[src/rtl/fetch_unit_if.sv]
// Fetch-stage bus bundle: instruction-memory request/response channel plus
// the in-order instruction hand-off to decode (including the branch redirect).
interface fetch_unit_if #(
    parameter int XLEN = 32
);
    // Instruction memory request (valid/ready) and fixed-latency response
    logic            imem_req_valid;
    logic            imem_req_ready;
    logic [XLEN-1:0] imem_addr;
    logic            imem_rsp_valid;
    logic [XLEN-1:0] imem_rdata;

    // Decode side: buffered head instruction and branch redirect
    logic            instr_valid;
    logic [XLEN-1:0] instr;
    logic [XLEN-1:0] instr_pc;
    logic            instr_ready;
    logic            PCSrc;
    logic [XLEN-1:0] ImmExt;

    // View from the fetch unit
    modport master (
        output imem_req_valid,
        input  imem_req_ready,
        output imem_addr,
        input  imem_rsp_valid,
        input  imem_rdata,
        output instr_valid,
        output instr,
        output instr_pc,
        input  instr_ready,
        input  PCSrc,
        input  ImmExt
    );

    // View from memory/decode environment
    modport slave (
        input  imem_req_valid,
        output imem_req_ready,
        input  imem_addr,
        output imem_rsp_valid,
        output imem_rdata,
        input  instr_valid,
        input  instr,
        input  instr_pc,
        output instr_ready,
        output PCSrc,
        output ImmExt
    );
endinterface

[src/rtl/fetch_unit.sv]
// Instruction fetch stage: owns the PC, keeps at most one memory request in
// flight, buffers up to two fetched words with their PCs, and redirects to
// instr_pc + ImmExt when decode takes a branch, squashing younger fetches.
module fetch_unit #(
    parameter int              XLEN     = 32,
    parameter logic [XLEN-1:0] RESET_PC = '0
) (
    input  logic         clk,
    input  logic         rst,
    fetch_unit_if.master bus
);

    localparam int DEPTH = 2;

    // Architectural fetch state
    logic [XLEN-1:0] fetch_pc_reg, fetch_pc_next;
    logic [XLEN-1:0] req_pc_reg, req_pc_next;
    logic [1:0]      count_reg, count_next;
    logic            head_reg, head_next;
    logic            outstanding_reg, outstanding_next;
    logic            squash_reg, squash_next;
    // Holds requests off for the first cycle after reset releases
    logic            run_reg;

    // Two-entry buffer of {pc, word}
    logic [XLEN-1:0] pc_reg   [DEPTH];
    logic [XLEN-1:0] word_reg [DEPTH];
    logic [DEPTH-1:0] wr_en;

    // Per-cycle events
    logic            req_valid;
    logic            req_fire;
    logic            rsp_take;
    logic            head_valid;
    logic            pop;
    logic            redirect;
    logic            push;
    logic            wr_idx;
    logic [XLEN-1:0] target;

    // Request valid depends on registers only, so no input can reach it
    assign req_valid  = run_reg && !outstanding_reg && (count_reg != 2'd2);
    assign req_fire   = req_valid && bus.imem_req_ready;
    // Responses are meaningful only while a request is in flight
    assign rsp_take   = outstanding_reg && bus.imem_rsp_valid;
    assign head_valid = (count_reg != 2'd0);
    assign pop        = head_valid && bus.instr_ready;
    assign redirect   = pop && bus.PCSrc;
    // A squashed response, or any response in the redirect cycle, is dropped
    assign push       = rsp_take && !squash_reg && !redirect;
    // Tail slot is head + count (mod 2); count is at most 1 whenever a push occurs
    assign wr_idx     = head_reg ^ count_reg[0];
    assign target     = pc_reg[head_reg] + bus.ImmExt;

    assign bus.imem_req_valid = req_valid;
    assign bus.imem_addr      = fetch_pc_reg;
    assign bus.instr_valid    = head_valid;
    assign bus.instr          = word_reg[head_reg];
    assign bus.instr_pc       = pc_reg[head_reg];

    // Next-state computation for PC, in-flight tracking and buffer occupancy
    always_comb begin
        fetch_pc_next    = fetch_pc_reg;
        req_pc_next      = req_pc_reg;
        count_next       = count_reg;
        head_next        = head_reg;
        outstanding_next = outstanding_reg;
        squash_next      = squash_reg;

        if (req_fire) begin
            req_pc_next      = fetch_pc_reg;
            fetch_pc_next    = fetch_pc_reg + XLEN'(4);
            outstanding_next = 1'b1;
        end else if (rsp_take) begin
            outstanding_next = 1'b0;
        end

        if (rsp_take) begin
            squash_next = 1'b0;
        end

        case ({push, pop})
            2'b10:   count_next = count_reg + 2'd1;
            2'b01:   count_next = count_reg - 2'd1;
            default: count_next = count_reg;
        endcase

        if (pop) begin
            head_next = ~head_reg;
        end

        // Redirect overrides: flush the buffer and squash whatever is still in flight
        if (redirect) begin
            fetch_pc_next = target;
            count_next    = 2'd0;
            head_next     = 1'b0;
            squash_next   = req_fire || (outstanding_reg && !bus.imem_rsp_valid);
        end
    end

    // Control state register
    always_ff @(posedge clk) begin
        if (rst) begin
            fetch_pc_reg    <= RESET_PC;
            req_pc_reg      <= RESET_PC;
            count_reg       <= 2'd0;
            head_reg        <= 1'b0;
            outstanding_reg <= 1'b0;
            squash_reg      <= 1'b0;
            run_reg         <= 1'b0;
        end else begin
            fetch_pc_reg    <= fetch_pc_next;
            req_pc_reg      <= req_pc_next;
            count_reg       <= count_next;
            head_reg        <= head_next;
            outstanding_reg <= outstanding_next;
            squash_reg      <= squash_next;
            run_reg         <= 1'b1;
        end
    end

    // One storage slot per buffer entry, written when it is the push target
    generate
        for (genvar gi = 0; gi < DEPTH; gi++) begin : g_entry
            assign wr_en[gi] = push && (int'(wr_idx) == gi);

            // Capture {req_pc, rdata} on push; cleared on reset so outputs read zero
            always_ff @(posedge clk) begin
                if (rst) begin
                    pc_reg[gi]   <= '0;
                    word_reg[gi] <= '0;
                end else if (wr_en[gi]) begin
                    pc_reg[gi]   <= req_pc_reg;
                    word_reg[gi] <= bus.imem_rdata;
                end
            end
        end
    endgenerate

endmodule
[src/flat_wrapper.sv]
// flat-port wrapper written by rule: the top's interface ports become plain ports
module fetch_unit_flat 
#(
    parameter int              XLEN     = 32,
    parameter logic [XLEN-1:0] RESET_PC = '0
)
  (clk, rst, bus_imem_req_valid, bus_imem_req_ready, bus_imem_addr, bus_imem_rsp_valid, bus_imem_rdata, bus_instr_valid, bus_instr, bus_instr_pc, bus_instr_ready, bus_PCSrc, bus_ImmExt);
  fetch_unit_if #(.XLEN(XLEN)) bus_i ();
  input  logic clk;
  input  logic rst;
  output wire logic [$bits(bus_i.imem_req_valid)-1:0] bus_imem_req_valid;
  input wire logic [$bits(bus_i.imem_req_ready)-1:0] bus_imem_req_ready;
  output wire logic [$bits(bus_i.imem_addr)-1:0] bus_imem_addr;
  input wire logic [$bits(bus_i.imem_rsp_valid)-1:0] bus_imem_rsp_valid;
  input wire logic [$bits(bus_i.imem_rdata)-1:0] bus_imem_rdata;
  output wire logic [$bits(bus_i.instr_valid)-1:0] bus_instr_valid;
  output wire logic [$bits(bus_i.instr)-1:0] bus_instr;
  output wire logic [$bits(bus_i.instr_pc)-1:0] bus_instr_pc;
  input wire logic [$bits(bus_i.instr_ready)-1:0] bus_instr_ready;
  input wire logic [$bits(bus_i.PCSrc)-1:0] bus_PCSrc;
  input wire logic [$bits(bus_i.ImmExt)-1:0] bus_ImmExt;
  assign bus_imem_req_valid = bus_i.imem_req_valid;
  assign bus_i.imem_req_ready = bus_imem_req_ready;
  assign bus_imem_addr = bus_i.imem_addr;
  assign bus_i.imem_rsp_valid = bus_imem_rsp_valid;
  assign bus_i.imem_rdata = bus_imem_rdata;
  assign bus_instr_valid = bus_i.instr_valid;
  assign bus_instr = bus_i.instr;
  assign bus_instr_pc = bus_i.instr_pc;
  assign bus_i.instr_ready = bus_instr_ready;
  assign bus_i.PCSrc = bus_PCSrc;
  assign bus_i.ImmExt = bus_ImmExt;
  fetch_unit #(.XLEN(XLEN), .RESET_PC(RESET_PC)) u_core (.clk(clk), .rst(rst), .bus(bus_i));
endmodule
[config.mk]
export PLATFORM = sky130hd
export DESIGN_NAME = fetch_unit_flat
export DESIGN_NICKNAME = d
export VERILOG_FILES = /design/src/rtl/fetch_unit_if.sv /design/src/rtl/fetch_unit.sv /design/src/flat_wrapper.sv
export SDC_FILE = /design/constraint.sdc
export NUM_CORES = 1
export LEC_CHECK = 0
export BUFFER_PORTS_ARGS = -buffer_cell sky130_fd_sc_hd__clkbuf_2
export CORE_MARGIN = 2
export CORE_UTILIZATION = 55
export DETAILED_ROUTE_END_ITERATION = 16
export GPL_ROUTABILITY_DRIVEN = 0
export PLACE_DENSITY = 0.78
export SYNTH_ARGS = -nofsm -noshare
export SYNTH_HDL_FRONTEND = slang
export SYNTH_SLANG_ARGS = --single-unit
[constraint.sdc]
create_clock -name clk -period 8.5 [get_ports clk]
set_input_delay 0.85 -clock clk [delete_from_list [all_inputs] [get_ports clk]]
set_output_delay 0.85 -clock clk [all_outputs]
set_load 0.02 [all_outputs]
==> results of run 1 <==
cell type report:
class	count	area (µm²)	share of cell area (%)
Clock buffer	17	425	3.59
Sequential cell	199	5270	44.4
Multi-Input combinational cell	714	4770	40.2
Timing Repair Buffer	177	911	7.68
Clock inverter	15	154	1.30
Tap cell	229	287	2.42
Inverter	14	52.6	0.443
worst min-delay path: stages, from the launching register on:
cell and delay, ns:
dfxtp_1 0.32, nand2_1 0.05, a21oi_1 0.05
metrics by stage:
stage / cells / utilization [%] / total power, W / cell area [µm²] / worst slack [ns]
2_1_floorplan: 987 / - / 0.00136 / 10300 / 1.99
3_3_place_gp: 1333 / 62.2 / 0.00147 / 11300 / 4.62
3_5_place_dp: 1333 / 62.2 / 0.00148 / 11300 / 4.53
4_1_cts: 1365 / 65.4 / 0.00225 / 11900 / 4.50
5_1_grt: 1365 / 65.4 / 0.00232 / 11900 / 4.30
6_report: 1365 / 65.4 / 0.00225 / 11900 / 4.47
power by group through the flow:
| stage | logic, W | registers [W] | clock network, W |
|---|---|---|---|
| 6_report | 0.000369 | 0.00109 | 0.000795 |
| 2_1_floorplan | 0.000244 | 0.00112 | 0 |
| 3_3_place_gp | 0.000359 | 0.00111 | 0 |
| 3_5_place_dp | 0.000364 | 0.00111 | 0 |
| 5_1_grt | 0.000399 | 0.00109 | 0.000832 |
| 4_1_cts | 0.000366 | 0.00109 | 0.000797 |
metal layers:
layer | vias up | GRT usage (%)
met5 | - | 0
met4 | 0 | 9.89
met3 | 40 | 5.64
met2 | 313 | 40.6
met1 | 3956 | 34.5
li1 | 3881 | -
logic make-up (layout without fill, tap and decap cells):
kind of cell | after synthesis | count (layout) | synth area share (%)
compound gates | 172 | 172 | 10.7
xor+xnor | 54 | 54 | 4.60
fa+ha+maj | 34 | 34 | 4.21
buf+inv | 74 | 223 | 2.70
flops | 199 | 199 | 51.2
mux | 67 | 67 | 7.30
simple gates | 387 | 387 | 19.3
cell usage after synthesis (5+ instances only):
library cell / count
a211oi_1: 20
a21o_1: 15
a21oi_1: 67
a31oi_1: 5
and2_1: 6
and3_1: 145
clkbuf_1: 56
dfxtp_1: 71
edfxtp_1: 128
ha_1: 33
inv_1: 14
mux2_2: 63
nand2_1: 109
nand2b_1: 5
nand3_1: 19
nand4_1: 9
nor2_1: 63
nor3_1: 11
o21a_1: 6
o21ai_0: 20
o21bai_1: 7
xnor2_1: 35
xor2_1: 19
how the worst min path moves through the flow:
stage                           from                    end  slack [ns]  cells after the start
2_1_floorplan   u_core.req_pc_reg[0]   u_core.req_pc_reg[0]        0.44                      2
3_3_place_gp   u_core.req_pc_reg[20]  u_core.req_pc_reg[20]        0.45                      2
3_5_place_dp    u_core.req_pc_reg[1]   u_core.req_pc_reg[1]        0.45                      2
4_1_cts         u_core.req_pc_reg[4]   u_core.req_pc_reg[4]        0.46                      2
5_1_grt        u_core.req_pc_reg[16]  u_core.req_pc_reg[16]        0.48                      2
6_report       u_core.req_pc_reg[25]  u_core.req_pc_reg[25]        0.46                      2
==> flow_metrics.env, run 1 <==
export IMPL_die_area_mm2=0.0198
export IMPL_cts_tree="built"
export IMPL_rr_endpoint="u_core.bus.imem_addr[23]"
export IMPL_clk_transition_reported_paths_ns=0.08
export IMPL_endpoint="u_core.bus.imem_addr[23]"
export IMPL_root_buffer="clkbuf_16"
export IMPL_post_cts_buffers=0
export IMPL_grt_usage_pct=25.5
export IMPL_critPathArrivalTime_ns=4.38
export IMPL_hold_viol=0
export IMPL_fin_skew_ns=0.0143
export IMPL_hold_class="register to register"
export IMPL_setup_viol=0
export IMPL_status="complete, no violations"
export IMPL_swShare_pct=29.3
export IMPL_routed_via_count=8190
export IMPL_rows=49
export IMPL_synthCells=987
export IMPL_required_ns=8.85
export IMPL_routedLengthMet1_um=11200
export IMPL_cp_top_family="compound AO/OA/AOI/OAI gates"
export IMPL_clockPowerShare_pct=35.3
export IMPL_n_fill_cell=1448
export IMPL_critPathMaxFanout=63
export IMPL_final_cell_mix="clkbuf_2 (167), and3_1 (145), edfxtp_1 (128)"
export IMPL_grt_pass1_wl_um=39800
export IMPL_die_x_um=141
export IMPL_final_common_cell="clkbuf_2"
export IMPL_diodes=0
export IMPL_core_mm2=0.0181
export IMPL_pin_count=168
export IMPL_highest_layer="met4"
export IMPL_reg2reg_slack_ns=4.47
export IMPL_synth_top_cell_by_area="edfxtp_1"
export IMPL_cpMaxStageDelayCell="buf_4"
export IMPL_ys_top_cells_by_area="edfxtp_1 (37%), dfxtp_1 (14%), and3_1 (8.8%)"
export IMPL_path_cells="buf_4 > mux2_2 > ha_1 > a211o_1 > a31oi_1 > nor3_4 > o31ai_2 > o31a_1 > nor3_1 > or4_1 > o211ai_1"
export IMPL_wl_um=25800
export IMPL_pwr_share_seq_pct=48.4
export IMPL_synth_edf_count=128
export IMPL_yosysWarningCount=0
export IMPL_detail_route_antenna_nets=0
export IMPL_p_comb_share_pct=16.4
export IMPL_io_buffers=167
export IMPL_cp_end_kind="register"
export IMPL_worst_slew_pin_slew_ns=1.04
export IMPL_hpwl_um=17100
export IMPL_grt_overflow_total=0
export IMPL_drt_pass1_iter_count=7
export IMPL_rsz0062_at_grt="false"
export IMPL_met2WireLength_um=12100
export IMPL_internal_power_w=0.00159
export IMPL_grt_pass1_vias=7799
export IMPL_drc_errors=0
export IMPL_syn_area_mm2=0.0103
export IMPL_startpoint_type="register"
export IMPL_die_h_um=141
export IMPL_fin_tns_setup_ns=0
export IMPL_p_leak_nw=5.20
export IMPL_wl_per_cell_um=18.9
export IMPL_fin_hold_ws_ns=0.463
export IMPL_power_density_mw_per_mm2=190
export IMPL_synthFlopType="edfxtp_1"
export IMPL_timing_final_crit_period_ns=4.03
export IMPL_syn_num_nets=1091
export IMPL_grt_start_max_net_pins=119
export IMPL_area_growth_pct=15.5
export IMPL_drt_iter0_markers=780
export IMPL_ys_async_sr_fraction_pct=0
export IMPL_fin_crit_sh_pct=47.4
export IMPL_worst_path_stages=11
export IMPL_ys_seq_area_share_pct=51.2
export IMPL_max_cap_violations=0
export IMPL_drive_gt1_share_pct=25.1
export IMPL_synth_seq_cells=199
export IMPL_crit_type="register to register"
export IMPL_cts_htree_levels=4
export IMPL_antenna_found_initial=0
export IMPL_path_buf_inv=1
export IMPL_clk_path_buf_depth=2
export IMPL_synth_avg_cell_area_um2=10.4
export IMPL_relSlewSlack_pct=30.6
export IMPL_vias_per_cell=6.00
export IMPL_ff2ff_path_depth=11
export IMPL_slew_violations=0
export IMPL_power_switching_w=0.000660
export IMPL_cts_made_buffers=17
export IMPL_insertion_delay_ns=0.44
export IMPL_ir_drop_mv=0.141
export IMPL_nets=1227
export IMPL_ys_types=55
export IMPL_max_stage_delay_ns=0.69
export IMPL_wl_met3_um=1890
export IMPL_fmax_mhz=248
export IMPL_holdBufCountCts=0
export IMPL_synth_top_area_share_pct=37.4
export IMPL_cts_resized=0
export IMPL_initial_core_util_pct=56.6
export IMPL_clkSinkCount=199
Note: power is estimated with default switching activity, not from simulation.
==> inputs of run 2 (changes only) <==
clock period = 3.75 ns   (was 8.5 ns; I/O delays follow)
==> run 2 against run 1 <==
Sequential share of layout area is 0.52 points lower. Worst setup slack worse by 4.2 ns. First-iteration DRC count increased by 10%. Highest routed layer unchanged.
==> flow_metrics.env, run 2 (synthesis results as in run 1) <==
export IMPL_max_stage_delay_ns=0.58
export IMPL_max_cap_violations=0
export IMPL_root_buffer="clkbuf_16"
export IMPL_p_comb_share_pct=16.2
export IMPL_cts_tree="built"
export IMPL_pwr_share_seq_pct=47.0
export IMPL_grt_start_max_net_pins=89
export IMPL_hpwl_um=17900
export IMPL_wl_um=26900
export IMPL_drt_iter0_markers=859
export IMPL_fin_hold_ws_ns=0.246
export IMPL_drc_errors=0
export IMPL_cpMaxStageDelayCell="dfxtp_2"
export IMPL_vias_per_cell=6.03
export IMPL_p_total_w=0.00526
export IMPL_hold_viol=0
export IMPL_slew_violations=0
export IMPL_hold_class="input pin to register"
export IMPL_holdBufCountCts=0
export IMPL_cts_made_buffers=17
export IMPL_grt_overflow_total=0
export IMPL_final_cell_mix="clkbuf_2 (167), and3_1 (145), edfxtp_1 (128)"
export IMPL_fin_crit_sh_pct=93.2
export IMPL_grt_pass1_vias=8150
export IMPL_timing_final_crit_period_ns=3.50
export IMPL_fin_tns_setup_ns=0
export IMPL_grt_pass1_wl_um=42100
export IMPL_startpoint_type="register"
export IMPL_grt_usage_pct=26.9
export IMPL_reg2reg_slack_ns=0.25
export IMPL_final_core_util_pct=66.1
export IMPL_fmax_mhz=286
export IMPL_clk_path_buf_depth=2
export IMPL_power_switching_w=0.00151
export IMPL_power_density_mw_per_mm2=438
export IMPL_pin_count=168
export IMPL_initial_core_util_pct=56.6
export IMPL_crit_type="register to register"
export IMPL_nets=1236
export IMPL_insertion_delay_ns=0.44
export IMPL_drt_pass1_iter_count=6
export IMPL_die_area_mm2=0.0198
export IMPL_clockPowerShare_pct=36.8
export IMPL_p_leak_nw=5.27
export IMPL_antenna_found_initial=0
export IMPL_critPathMaxFanout=14
export IMPL_relSlewSlack_pct=48.9
export IMPL_cts_resized=0
export IMPL_die_h_um=141
export IMPL_routed_via_count=8284
export IMPL_post_cts_buffers=0
export IMPL_swShare_pct=28.7
export IMPL_internal_power_w=0.00375
export IMPL_wl_per_cell_um=19.6
export IMPL_area_growth_pct=16.8
export IMPL_cp_top_family="simple AND/OR/NAND/NOR gates"
export IMPL_die_x_um=141
export IMPL_fin_skew_ns=0.0127
export IMPL_core_mm2=0.0181
export IMPL_final_common_cell="clkbuf_2"
export IMPL_path_cells="buf_4 > mux2_2 > ha_1 > nand2_1 > nor2_1 > nand4_1 > and3_1 > nand3_1 > a41oi_1 > and3_1 > o32ai_1"
export IMPL_required_ns=4.11
export IMPL_detail_route_antenna_nets=0
export IMPL_diodes=0
export IMPL_critPathArrivalTime_ns=3.85
export IMPL_cts_htree_levels=4
export IMPL_pre_cts_ws_ns=0.402
export IMPL_ir_drop_mv=0.295
export IMPL_worst_path_most_repeated_cell="and3_1"
export IMPL_fin_ws_ns=0.255
export IMPL_cp_end_kind="register"
export IMPL_io_buffers=167
export IMPL_clk_transition_reported_paths_ns=0.08
export IMPL_rows=49
export IMPL_worst_slew_pin_slew_ns=0.766
export IMPL_status="complete, no violations"
export IMPL_drive_gt1_share_pct=25.7
export IMPL_setup_viol=0
export IMPL_rsz0062_at_grt="false"
export IMPL_clkSinkCount=199
export IMPL_path_buf_inv=1
run 2: cell types whose count changed in the layout (fill, tap and decap cells not counted), sizes merged:
cell	change
clkinv	-1
bufinv	+2
inv	-1
buf	+9
run 2: stage by stage:
step                std cells  cell area, µm²
floorplan                 987           10300
global placement         1342           11400
detailed placement       1342           11400
CTS                      1374           12000
global route             1374           12000
finish                   1374           12000
run 2: worst register-to-register path, stage by stage, from the launching register on:
cell	delay, ns
dfxtp_2	0.58
buf_4	0.27
mux2_2	0.38
ha_1	0.42
nand2_1	0.13
nor2_1	0.29
nand4_1	0.18
and3_1	0.25
nand3_1	0.22
a41oi_1	0.23
and3_1	0.23
o32ai_1	0.24
run 2: power by group through the flow:
stage / clock network, W / logic, W / registers (W)
3_5_place_dp: 0 / 0.000838 / 0.00252
2_1_floorplan: 0 / 0.000554 / 0.00253
4_1_cts: 0.00194 / 0.000846 / 0.00247
3_3_place_gp: 0 / 0.000826 / 0.00252
6_report: 0.00194 / 0.000852 / 0.00248
5_1_grt: 0.00203 / 0.000922 / 0.00248
run 2: area by class of cell:
class                           count  area [µm²]
Inverter                           14        52.6
Tap cell                          229         287
Multi-Input combinational cell    714        4770
Clock buffer                       17         425
Clock inverter                     15         201
Fill cell                        1459        6140
Timing Repair Buffer              186        1000
Sequential cell                   199        5270
run 2: path summary, 6_finish.rpt:
path                              start  cells after the start                  endpoint
setup / recovery               register                     11  u_core.bus.imem_addr[28]
hold / removal       bus_imem_rdata[30]                      2    u_core.word_reg[1][30]
setup reg to reg               register                     11  u_core.bus.imem_addr[28]
hold reg to reg   u_core.req_pc_reg[28]                      2     u_core.req_pc_reg[28]
run 2: metal layers:
metal | global-route usage [%] | wire [µm]
met1 | 36.4 | 11300
met2 | 43.3 | 12900
met3 | 5.43 | 1980
met4 | 9.95 | 716
met5 | 0 | 0
==> inputs of run 3 (changes only) <==
BUFFER_PORTS_ARGS = default   (was -buffer_cell sky130_fd_sc_hd__clkbuf_2)
DONT_BUFFER_PORTS = 1   (was default)
PLACE_DENSITY = 0.7   (was 0.78)
==> run 3 against run 2 <==
Total power down 2.7%. Critical path depth stayed put. Final cell count down 11%. Fmax rose by 0.52%. Die area did not move. Count of clock-buffer cells in the layout stayed put. Routed wire length is 4.5% lower.
==> flow_metrics.env, run 3 (synthesis results as in run 1) <==
export IMPL_critPathMaxFanout=27
export IMPL_highest_layer="met4"
export IMPL_die_area_mm2=0.0198
export IMPL_cpMaxStageDelayCell="dfxtp_4"
export IMPL_wl_per_cell_um=21.0
export IMPL_max_cap_violations=0
export IMPL_met2WireLength_um=12000
export IMPL_worst_path_most_repeated_cell="a211oi_1"
export IMPL_grt_pass1_vias=7277
export IMPL_p_leak_nw=4.64
export IMPL_slew_violations=0
export IMPL_power_density_mw_per_mm2=452
export IMPL_io_buffers=0
export IMPL_status="complete, no violations"
export IMPL_vias_per_cell=6.10
export IMPL_fin_tns_setup_ns=0
export IMPL_reg2reg_slack_ns=0.27
export IMPL_power_switching_w=0.00148
export IMPL_hpwl_um=17100
export IMPL_grt_start_max_net_pins=93
export IMPL_final_cell_mix="and3_1 (145), edfxtp_1 (128), nand2_1 (109)"
export IMPL_ir_drop_mv=0.358
export IMPL_setup_viol=0
export IMPL_grt_pass1_wl_um=39500
export IMPL_timing_final_crit_period_ns=3.48
export IMPL_cts_made_buffers=17
export IMPL_root_buffer="clkbuf_16"
export IMPL_insertion_delay_ns=0.44
export IMPL_cts_htree_levels=4
export IMPL_routed_via_count=7469
export IMPL_fin_ws_ns=0.273
export IMPL_relSlewSlack_pct=37.9
export IMPL_clk_transition_reported_paths_ns=0.07
export IMPL_grt_usage_pct=25.6
export IMPL_pwr_share_seq_pct=48.8
export IMPL_swShare_pct=28.9
export IMPL_path_cells="buf_12 > mux2_2 > ha_1 > a21oi_1 > o21ba_2 > o21ai_0 > and3_1 > a211oi_1 > a21boi_0 > mux2i_1 > a211oi_1"
export IMPL_crit_type="register to register"
export IMPL_routedLengthMet1_um=11200
export IMPL_pre_cts_ws_ns=0.128
export IMPL_cts_tree="built"
export IMPL_die_x_um=141
export IMPL_pin_count=168
export IMPL_internal_power_w=0.00364
export IMPL_hold_viol=0
export IMPL_p_total_w=0.00512
export IMPL_cp_end_kind="register"
export IMPL_wl_um=25700
export IMPL_drive_gt1_share_pct=14.1
export IMPL_rows=49
export IMPL_finalInstanceArea_mm2=0.0113
export IMPL_drt_iter0_markers=677
export IMPL_wl_met3_um=1980
export IMPL_worst_slew_pin_slew_ns=0.928
export IMPL_antenna_found_initial=0
export IMPL_initial_core_util_pct=56.6
export IMPL_grt_overflow_total=0
export IMPL_drt_pass1_iter_count=5
export IMPL_critPathArrivalTime_ns=3.78
export IMPL_clk_path_buf_depth=2
export IMPL_p_comb_share_pct=14.5
export IMPL_startpoint_type="register"
export IMPL_nets=1087
export IMPL_clkSinkCount=199
export IMPL_fin_crit_sh_pct=92.7
export IMPL_required_ns=4.06
export IMPL_final_common_cell="and3_1"
export IMPL_detail_route_antenna_nets=0
export IMPL_fmax_mhz=288
export IMPL_fin_skew_ns=0.00878
export IMPL_diodes=0
export IMPL_die_h_um=141
export IMPL_drc_errors=0
export IMPL_dpl_cell_area_mm2=0.0107
export IMPL_n_fill_cell=1477
export IMPL_core_mm2=0.0181
export IMPL_hold_class="input pin to register"
export IMPL_max_stage_delay_ns=0.49
export IMPL_area_growth_pct=10.3
export IMPL_rsz0062_at_grt="false"
export IMPL_clockPowerShare_pct=36.7
run 3: cell types whose count changed in the layout (fill, tap and decap cells not counted), sizes merged:
cell	change
clkbuf	-167
buf	+13
dlygate4sd3	+5
clkinv	-1
bufinv	-1
inv	+2
run 3: power by group through the flow:
stage,Clock (W),Combinational [W],Sequential [W]
final,0.00188,0.000744,0.00250
after global routing,0.00199,0.000808,0.00251
after CTS,0.00189,0.000729,0.00250
after detailed placement,0,0.000716,0.00255
after global placement,0,0.000712,0.00255
after floorplan,0,0.000554,0.00253
run 3: timing repair:
item / CTS / global route
setup endpoints to repair: 0 / 1
setup buffers: 0 / 0
gates resized for setup: 0 / 1
hold endpoints to repair: 20 / 6
hold buffers: 2 / 4
run 3: per-layer routing:
| metal | vias up | GRT usage [%] |
|---|---|---|
| li1 | 3604 | - |
| met2 | 233 | 41.3 |
| met1 | 3595 | 33.4 |
| met4 | 0 | 8.00 |
| met5 | - | 0 |
| met3 | 37 | 7.91 |
run 3: area by class of cell:
cell class / instances / area [µm²] / area share [%]
Timing Repair Buffer: 37 / 353 / 3.11
Tap cell: 229 / 287 / 2.53
Clock buffer: 17 / 425 / 3.76
Clock inverter: 15 / 174 / 1.54
Multi-Input combinational cell: 714 / 4770 / 42.1
Inverter: 14 / 52.6 / 0.464
Sequential cell: 199 / 5270 / 46.5
run 3: path summary, 6_finish.rpt:
kind	depth (start not counted)	to	startpoint
min reg2reg	2	u_core.req_pc_reg[4]	u_core.req_pc_reg[4]
max	11	u_core.bus.imem_addr[30]	register
max reg2reg	11	u_core.bus.imem_addr[30]	register
min	2	u_core.bus.imem_addr[8]	rst
run 3: critical path: cells and delay by family, from the launching register on:
family / cells / cell delay, ns
adders and majority gates: 1 / 0.40
buffers and inverters: 1 / 0.23
and+or+nand+nor: 1 / 0.18
DFF: 1 / 0.49
AOI/OAI and AO/OA: 6 / 1.35
muxes: 2 / 0.66
run 3: per-stage QoR:
stage                     utilization (%)  cells  hold WS [ns]
final                                62.4   1225        0.0882
after global placement               58.7   1187         0.441
after CTS                            62.1   1221      0.000850
after floorplan                         -    987         0.440
after global routing                 62.4   1225        0.0780
after detailed placement             58.7   1187         0.445
